**src/rtl/p3_pkg.sv**
```systemverilog
// Shared types and codes for the p3 execute sequencer.
// Imported by the shift/ALU and the sequencer.
package p3_pkg;

    localparam int DATA_W = 16;

    typedef enum logic [2:0] {
        S_IDLE   = 3'd0,
        S_LOAD_A = 3'd1,
        S_LOAD_B = 3'd2,
        S_EXEC   = 3'd3,
        S_WRITE  = 3'd4,
        S_DONE   = 3'd5
    } state_t;

    localparam logic [1:0] ALU_ADD  = 2'b00;
    localparam logic [1:0] ALU_SUB  = 2'b01;
    localparam logic [1:0] ALU_AND  = 2'b10;
    localparam logic [1:0] ALU_NOTB = 2'b11;

    localparam logic [1:0] SH_NONE = 2'b00;
    localparam logic [1:0] SH_LSL  = 2'b01;
    localparam logic [1:0] SH_LSR  = 2'b10;
    localparam logic [1:0] SH_ASR  = 2'b11;

endpackage

```
**src/rtl/p3_shift_alu.sv**
```systemverilog
// Combinational B-shifter followed by the ALU and flag generation.
// V is meaningful only for ADD/SUB and is forced low otherwise.
module p3_shift_alu
    import p3_pkg::*;
#(
    parameter int W = 16
) (
    input  logic [W-1:0] a,
    input  logic [W-1:0] b,
    input  logic [1:0]   shift,
    input  logic [1:0]   op,
    output logic [W-1:0] result,
    output logic         z,
    output logic         n,
    output logic         v
);

    logic [W-1:0] bs;
    logic [W-1:0] sum;
    logic [W-1:0] diff;

    always_comb begin
        bs = b;
        unique case (shift)
            SH_NONE: bs = b;
            SH_LSL:  bs = {b[W-2:0], 1'b0};
            SH_LSR:  bs = {1'b0, b[W-1:1]};
            SH_ASR:  bs = {b[W-1], b[W-1:1]};
            default: bs = b;
        endcase
    end

    assign sum  = a + bs;
    assign diff = a - bs;

    always_comb begin
        result = '0;
        v      = 1'b0;
        unique case (op)
            ALU_ADD: begin
                result = sum;
                v = (a[W-1] == bs[W-1]) && (sum[W-1] != a[W-1]);
            end
            ALU_SUB: begin
                result = diff;
                v = (a[W-1] != bs[W-1]) && (diff[W-1] != a[W-1]);
            end
            ALU_AND:  result = a & bs;
            ALU_NOTB: result = ~bs;
            default:  result = '0;
        endcase
    end

    assign z = (result == '0);
    assign n = result[W-1];

endmodule

```
**src/rtl/p3_exec_unit.sv**
```systemverilog
// Operand-fetch / execute / write-back sequencer around p3_regfile.
// One operation takes six cycles from acceptance back to IDLE.
module p3_exec_unit #(
    parameter int DATA_W = p3_pkg::DATA_W,
    parameter int REG_AW = 3
) (
    input  logic              clk,
    input  logic              rst_n,
    input  logic              start,
    input  logic [1:0]        op,
    input  logic [1:0]        shift,
    input  logic [REG_AW-1:0] rn,
    input  logic [REG_AW-1:0] rm,
    input  logic [REG_AW-1:0] rd,
    input  logic [DATA_W-1:0] rf_data_out,
    output logic [REG_AW-1:0] rf_readnum,
    output logic [REG_AW-1:0] rf_writenum,
    output logic              rf_write,
    output logic [DATA_W-1:0] rf_data_in,
    output logic              busy,
    output logic              done,
    output logic              status_z,
    output logic              status_n,
    output logic              status_v
);

    import p3_pkg::*;

    state_t state_q, state_d;

    logic [1:0]        op_q, shift_q;
    logic [REG_AW-1:0] rn_q, rm_q, rd_q;
    logic [DATA_W-1:0] a_q, b_q, c_q;
    logic              z_q, n_q, v_q;

    logic [DATA_W-1:0] alu_res;
    logic              alu_z, alu_n, alu_v;

    p3_shift_alu #(.W(DATA_W)) u_alu (
        .a      (a_q),
        .b      (b_q),
        .shift  (shift_q),
        .op     (op_q),
        .result (alu_res),
        .z      (alu_z),
        .n      (alu_n),
        .v      (alu_v)
    );

    always_ff @(posedge clk or negedge rst_n) begin
        if (!rst_n) state_q <= S_IDLE;
        else        state_q <= state_d;
    end

    always_comb begin
        state_d = state_q;
        unique case (state_q)
            S_IDLE:   if (start) state_d = S_LOAD_A;
            S_LOAD_A: state_d = S_LOAD_B;
            S_LOAD_B: state_d = S_EXEC;
            S_EXEC:   state_d = S_WRITE;
            S_WRITE:  state_d = S_DONE;
            S_DONE:   state_d = S_IDLE;
            default:  state_d = S_IDLE;
        endcase
    end

    always_comb begin
        rf_readnum  = '0;
        rf_writenum = '0;
        rf_write    = 1'b0;
        done        = 1'b0;
        unique case (state_q)
            S_LOAD_A: rf_readnum = rn_q;
            S_LOAD_B: rf_readnum = rm_q;
            S_WRITE: begin
                rf_writenum = rd_q;
                rf_write    = 1'b1;
            end
            S_DONE:  done = 1'b1;
            default: ;
        endcase
    end

    assign busy       = (state_q != S_IDLE);
    assign rf_data_in = c_q;
    assign status_z   = z_q;
    assign status_n   = n_q;
    assign status_v   = v_q;

    always_ff @(posedge clk or negedge rst_n) begin
        if (!rst_n) begin
            op_q    <= '0;
            shift_q <= '0;
            rn_q    <= '0;
            rm_q    <= '0;
            rd_q    <= '0;
        end else if (state_q == S_IDLE && start) begin
            op_q    <= op;
            shift_q <= shift;
            rn_q    <= rn;
            rm_q    <= rm;
            rd_q    <= rd;
        end
    end

    always_ff @(posedge clk or negedge rst_n) begin
        if (!rst_n) begin
            a_q <= '0;
            b_q <= '0;
            c_q <= '0;
            z_q <= 1'b0;
            n_q <= 1'b0;
            v_q <= 1'b0;
        end else begin
            if (state_q == S_LOAD_A) a_q <= rf_data_out;
            if (state_q == S_LOAD_B) b_q <= rf_data_out;
            if (state_q == S_EXEC) begin
                c_q <= alu_res;
                z_q <= alu_z;
                n_q <= alu_n;
                v_q <= alu_v;
            end
        end
    end

endmodule

```
**config.mk**
```make
export PLATFORM = sky130hd
export DESIGN_NAME = p3_exec_unit
export DESIGN_NICKNAME = d
export VERILOG_FILES = /design/src/rtl/p3_pkg.sv /design/src/rtl/p3_shift_alu.sv /design/src/rtl/p3_exec_unit.sv
export SDC_FILE = /design/constraint.sdc
export NUM_CORES = 1
export LEC_CHECK = 0
export CAP_MARGIN = 10
export CORE_MARGIN = 2
export CORE_UTILIZATION = 55
export CTS_CLUSTER_SIZE = 24
export DETAILED_ROUTE_END_ITERATION = 8
export PLACE_DENSITY = 0.79
export SLEW_MARGIN = 30
export SYNTH_ARGS = -nofsm -noshare
export SYNTH_HDL_FRONTEND = slang
export SYNTH_SLANG_ARGS = --single-unit
```
**constraint.sdc**
```tcl
create_clock -name clk -period 5.3 [get_ports clk]
set_input_delay 1.06 -clock clk [delete_from_list [all_inputs] [get_ports clk]]
set_output_delay 1.06 -clock clk [all_outputs]
set_load 0.01 [all_outputs]
```
Word level (Yosys, flattened, before mapping)
Cells that the tools add are included.
{"block": "word_totals", "register_bits": 67, "out_inout_bits": 28, "word_cells": 49}
{"block": "classes", "reduce_logical": 8, "bitwise": 2, "eq_ne": 16, "add_sub_neg": 2, "n_mux": 9}
{"cell": "one-hot mux 16 bit (4 select lines)", "n": 2}
{"cell": "adder 16 bit", "n": 1}
{"cell": "bitwise AND 16 bit", "n": 1}
{"cell": "zero test 16 bit", "n": 1}
{"cell": "NOT 16 bit", "n": 1}
{"cell": "subtractor 16 bit", "n": 1}
{"cell": "one-hot mux 3 bit (5 select lines)", "n": 1}
{"cell": "== test 2 bit (second input constant)", "n": 4}
{"cell": "== test 3 x 2 -> 1 bit (second input constant)", "n": 2}
{"cell": "== test 3 bit (second input constant)", "n": 2}
{"cell": "2-to-1 mux 3 bit", "n": 2}
{"cell": "one-hot mux 3 bit (2 select lines)", "n": 1}
{"cell": "== test 2 x 1 -> 1 bit (second input constant)", "n": 2}
{"cell": "zero test 2 bit", "n": 2}
{"cell": "== test 3 x 1 -> 1 bit (second input constant)", "n": 1}
{"cell": "logical AND 1 bit", "n": 3}
{"cell": "zero test 3 bit", "n": 1}
{"cell": "!= test 1 bit", "n": 3}
{"cell": "nonzero test 3 bit", "n": 1}
{"cell": "2-to-1 mux 1 bit", "n": 2}
{"cell": "!= test 2 bit (second input constant)", "n": 1}
{"cell": "one-hot mux 1 bit (2 select lines)", "n": 1}
{"cell": "== test 1 bit", "n": 1}

Logic depth before layout (Yosys ltp)
{"block": "depth", "ltp_word": 6, "ltp_mapped": 17, "ltp_nobuf": 14}

Cells and area by module
A second synthesis with hierarchy kept.
{"block": "unflattened", "hier_cells": 515, "hier_area_um2": 5032.3}
{"module": "p3_exec_unit", "n_inst": 1, "area_each_um2": 2665.1, "seq_area_each_um2": 1676.6, "cells_per_inst": 167}
{"module": "p3_shift_alu", "n_inst": 1, "area_each_um2": 2367.3, "seq_area_each_um2": 0.0, "cells_per_inst": 348}

Worst setup path before layout
No wires, ideal clock.
{"block": "synth_path", "kind": "reg2reg", "from": "register shift_q[1]", "to": "register z_q (netlist: status_z)", "setup_time_ps": 92, "period_less_slack_ps": 3769, "path_buffers": 4, "setup_slack_ps": 1531, "arrival_time_ps": 3677, "stages_incl_launch_ff": 16, "required_ps": 5208, "cell_sequence": "dfrtp_1 buf_1 clkbuf_1 clkbuf_1 o21ai_0 ha_1 buf_2 or3_4 or3_1 a211oi_1 nor4_1 o31ai_2 xnor2_1 a21oi_2 o221ai_2 o31ai_2"}
{"block": "synth_via", "elab_chain_cells": 5, "elab_cells_between_ends": 11, "classes_between": "add/sub (2); eq/ne (3); mux (2); bitwise (2); reduce/logical (2)"}
{"element": "start: declaration", "line": "p3_exec_unit.sv:31", "source": "logic [1:0] op_q, shift_q;"}
{"element": "start signal: assignment", "line": "p3_exec_unit.sv:100", "source": "shift_q <= shift;"}
{"element": "== test 2 bit, or another cell as far along", "line": "p3_shift_alu.sv:24", "source": "unique case (shift)"}
{"element": "one-hot mux 16 bit (4 select lines) (*)", "line": "p3_shift_alu.sv:24"}
{"element": "subtractor 16 bit, or another cell as far along", "line": "p3_shift_alu.sv:34", "source": "assign diff = a - bs;"}
{"element": "one-hot mux 16 bit (4 select lines) (*)", "line": "p3_shift_alu.sv:39", "source": "unique case (op)"}
{"element": "zero test 16 bit (*)", "line": "p3_shift_alu.sv:54", "source": "assign z = (result == '0);"}
{"element": "end signal: assignment", "line": "p3_exec_unit.sv:120", "source": "z_q <= alu_z;"}
{"element": "end: declaration", "line": "p3_exec_unit.sv:34", "source": "logic z_q, n_q, v_q;"}
Every way passes the cells marked *; elsewhere a longest branch is shown, timed or not.
A chain may end at the register's enable or synchronous reset.

Worst setup path after layout
{"block": "layout_path", "from": "register shift_q[0]", "to": "register z_q (netlist: status_z)"}
Same word-level chain as after synthesis.

==> summary.md <==
| Metric | Value |
|---|---|
| Run status | `completed` |
| Syn_nets | `577` |
| Register area share after synthesis | `34.5%` |
| Worst path cell trace | `mux2_1 > mux2i_1 > inv_1 > ha_1 > nor2_1 > a221oi_2 > a21oi_1 > o31a_1 > o211ai_1 > o211ai_1 > a2111oi_0 > nand4_1 > o31ai_2` |
| Simple-gate share of the synthesized area | `14.0%` |
| Final Setup Violations | `0` |
| WP buf/inv | `1` |
| Fmax achieved | `233 MHz` |
| Max_slew headroom | `42.1%` |
| EDFF count, synth | `0` |
| Post-route minimum period | `4300 ps` |
| Clock Latency Late Sink | `350 ps` |
| Worst Path Required | `5570 ps` |
| Initial antenna violation count | `0` |
| XOR/XNOR share of the synthesized area | `2.75%` |
| Global route overflow | `0` |
| Post-CTS setup buffers | `0` |
| Final ANT Viol Nets | `0` |
| Initial Util | `55.7%` |
| CTS Root Cell | `clkbuf_8` |
| Reg2reg setup slack | `1000 ps` |
| Synth unique cells | `64` |
| Final Hold Fails | `0` |
| Via count | `4,051` |
| CTS Buf Count | `9` |
| Initial drt markers | `355` |
| DRC viols | `0` |
| Clock-pin slew on the worst setup and hold paths | `80 ps` |
| Crit path launch type | `flip-flop` |
| Tot GR Track Use | `24.0%` |
| Asr flop ratio synth | `100%` |
| Synth area leaders | `dfrtp_1 35%, mux2_2 9.4%, ha_1 8.4%` |
| CP dominant cell by count | `o211ai_1` |
| DIE AREA | `0.00946 sq mm` |
| Die height | `97.3 um` |
| # rows | `34` |
| First-pass GRT wire length | `18,600 um` |
| Clock Path Buffers | `2` |
| Fin. max-slew vios | `0` |
| Sequential cell area | `0.00165 sq mm` |
| Post-DP HPWL | `8220 um` |
| CP Capture Type | `flip-flop` |
| Final wirelength | `11,100 um` |
| Share of layout cells above drive strength 1 | `13.5%` |
| Setup CP Type | `reg -> reg` |
| TritonCTS clock tree | `yes` |
| Clock sinks | `66` |
| RSZ-0062 raised after global routing | `false` |
| Yosys top cell area share | `34.5%` |
| Crit path max-delay family | `compound AO/OA/AOI/OAI gates` |
| Cell taking the most area after synthesis | `dfrtp_1` |
| Top post-synthesis cells by count | `66 x dfrtp_1, 40 x mux2_2, 40 x nor2_1, 37 x nand2_1, 32 x ha_1` |
| Largest net degree at the start of global routing | `67` |
| Count leader, synth | `dfrtp_1` |
| Count of input and output buffers | `59` |
| Ant. Diodes | `0` |
| Largest family of logic cells by synthesized area | `compound AO/OA/AOI/OAI gates` |
| Critical path peak fanout | `18` |
| Post-synthesis mux area share | `16.6%` |
| Synth-to-layout area growth | `18.2%` |
| I/O pins | `60` |
| Crit path DAT | `4570 ps` |
| Final period util | `81.1%` |
| H-tree lvl count | `3` |
| Synth Area in Adders | `9.20%` |
| # resized after CTS | `0` |
| Vias in the first global route | `3,856` |
| Avg Inst Size Synth | `9.37 sq um` |
| Multi-input logic area | `0.00290 sq mm` |
| Max Clock Skew | `12.8 ps` |
| Setup TNS | `0 ps` |
| Compound-cell area share of the yosys netlist | `17.8%` |
| YS warnings | `0` |
| Number of hold buffers added after cts | `0` |
| # fillers | `709` |
| Post-synth top flop | `dfrtp_1` |
| CP peak stage delay | `870 ps` |
| CORE AREA | `0.00859 sq mm` |
| Cells after Synth | `511` |
| GP Congestion | `0.950` |
| Nets | `624` |
| Max-capacitance violation count | `0` |
| DR pass1 iterations | `6` |
| Worst slew pin tran | `869 ps` |
| Mapped Area | `0.00479 sq mm` |
| Drt via density | `6.04` |
| Hold Crit Class | `reg -> reg` |
| Die Wd | `97.3 um` |
| Drt wl/cell | `16.5 um` |
| Critical-path top delay cell | `dfrtp_1` |
| Synth Register Bits | `66` |
## path summary, 6_finish.rpt
path / endpoint / cells after the start / from
max in group asynchronous: a_q[13]$_DFFE_PN0N_ / 2 / rst_n
worst max register to register: status_z$_DFFE_PN0N_ / 13 / shift_q[0]$_DFFE_PN0P_
worst max-delay path: status_z$_DFFE_PN0N_ / 13 / shift_q[0]$_DFFE_PN0P_
worst min-delay path: rf_data_in[11]$_DFFE_PN0N_ / 2 / rf_data_in[11]$_DFFE_PN0N_
worst min register to register: rf_data_in[11]$_DFFE_PN0N_ / 2 / rf_data_in[11]$_DFFE_PN0N_
min in group asynchronous: shift_q[1]$_DFFE_PN0P_ / 2 / rst_n
## sequential cells by signal (all words and copies together) (netlist names)
signal / cells
a_q: 16
b_q: 16
rd_q: 3
state_q: 3
rm_q: 3
status_v: 1
op_q: 2
status_z: 1
rn_q: 3
shift_q: 2
rf_data_in: 16
## cell usage in the layout, fill, tap and decap left out, drive strengths merged, types with 3 or more instances in the layout
cell type,n
mux2,49
o211ai,7
xor2,3
nor2b,9
ha,32
or3,7
inv,34
and3,3
a211oi,7
a21oi,29
buf,7
clkbuf,9
a2111oi,3
nand3b,5
nor3b,3
xnor2,12
nor3,6
clkinv,3
nand2b,5
a211o,4
o21ai,41
a221o,3
mux2i,22
nand3,6
a22o,5
dfrtp,66
nand2,37
or2,3
clkdlybuf4s50,58
and2,4
nor2,40
o31ai,6
## area by class of cell
class	instances	share of cell area (%)
Clock buffer	9	2.19
Clock inverter	7	1.77
Inverter	32	2.12
Multi-Input combinational cell	384	51.2
Sequential cell	66	29.2
Tap cell	108	2.39
Timing Repair Buffer	65	11.1
## metrics by stage
step	utilization, %	std cells	instance area (sq um)	hold WS [ps]	worst slack [ps]
6_report	65.8	671	5660	480	1000
5_1_grt	65.8	671	5660	514	626
4_1_cts	65.8	671	5660	485	1050
3_5_place_dp	63.2	655	5430	467	1080
3_3_place_gp	63.2	655	5430	460	1270
2_1_floorplan	-	511	4790	449	1530
## per-layer routing
layer,up-vias,share of wire (%),wire length [um],track usage [%]
met2,156,46,5070,37.6
met4,0,1.3,146,6.84
met3,15,6.8,754,4.60
met1,1957,46,5080,34.1
met5,-,0,0,0
li1,1923,-,-,-
## worst register-to-register path, cell delays in order (launching register included)
cell and delay, ps:
dfrtp_1 870, mux2_1 380, mux2i_1 230, inv_1 90, ha_1 450, nor2_1 120
a221oi_2 410, a21oi_1 160, o31a_1 270, o211ai_1 250, o211ai_1 130, a2111oi_0 490
nand4_1 180, o31ai_2 180
## logic make-up (layout without fill, tap and decap cells)
family | Yosys count | in the layout
flops | 66 | 66
fa+ha+maj | 34 | 34
xor+xnor | 15 | 15
buf+inv | 61 | 113
simple gates | 136 | 136
compound gates | 127 | 127
mux | 72 | 72
Power is left out: the tool's default activity adds up to more than one toggle a clock period on the data nets, which glitch-free logic cannot reach.
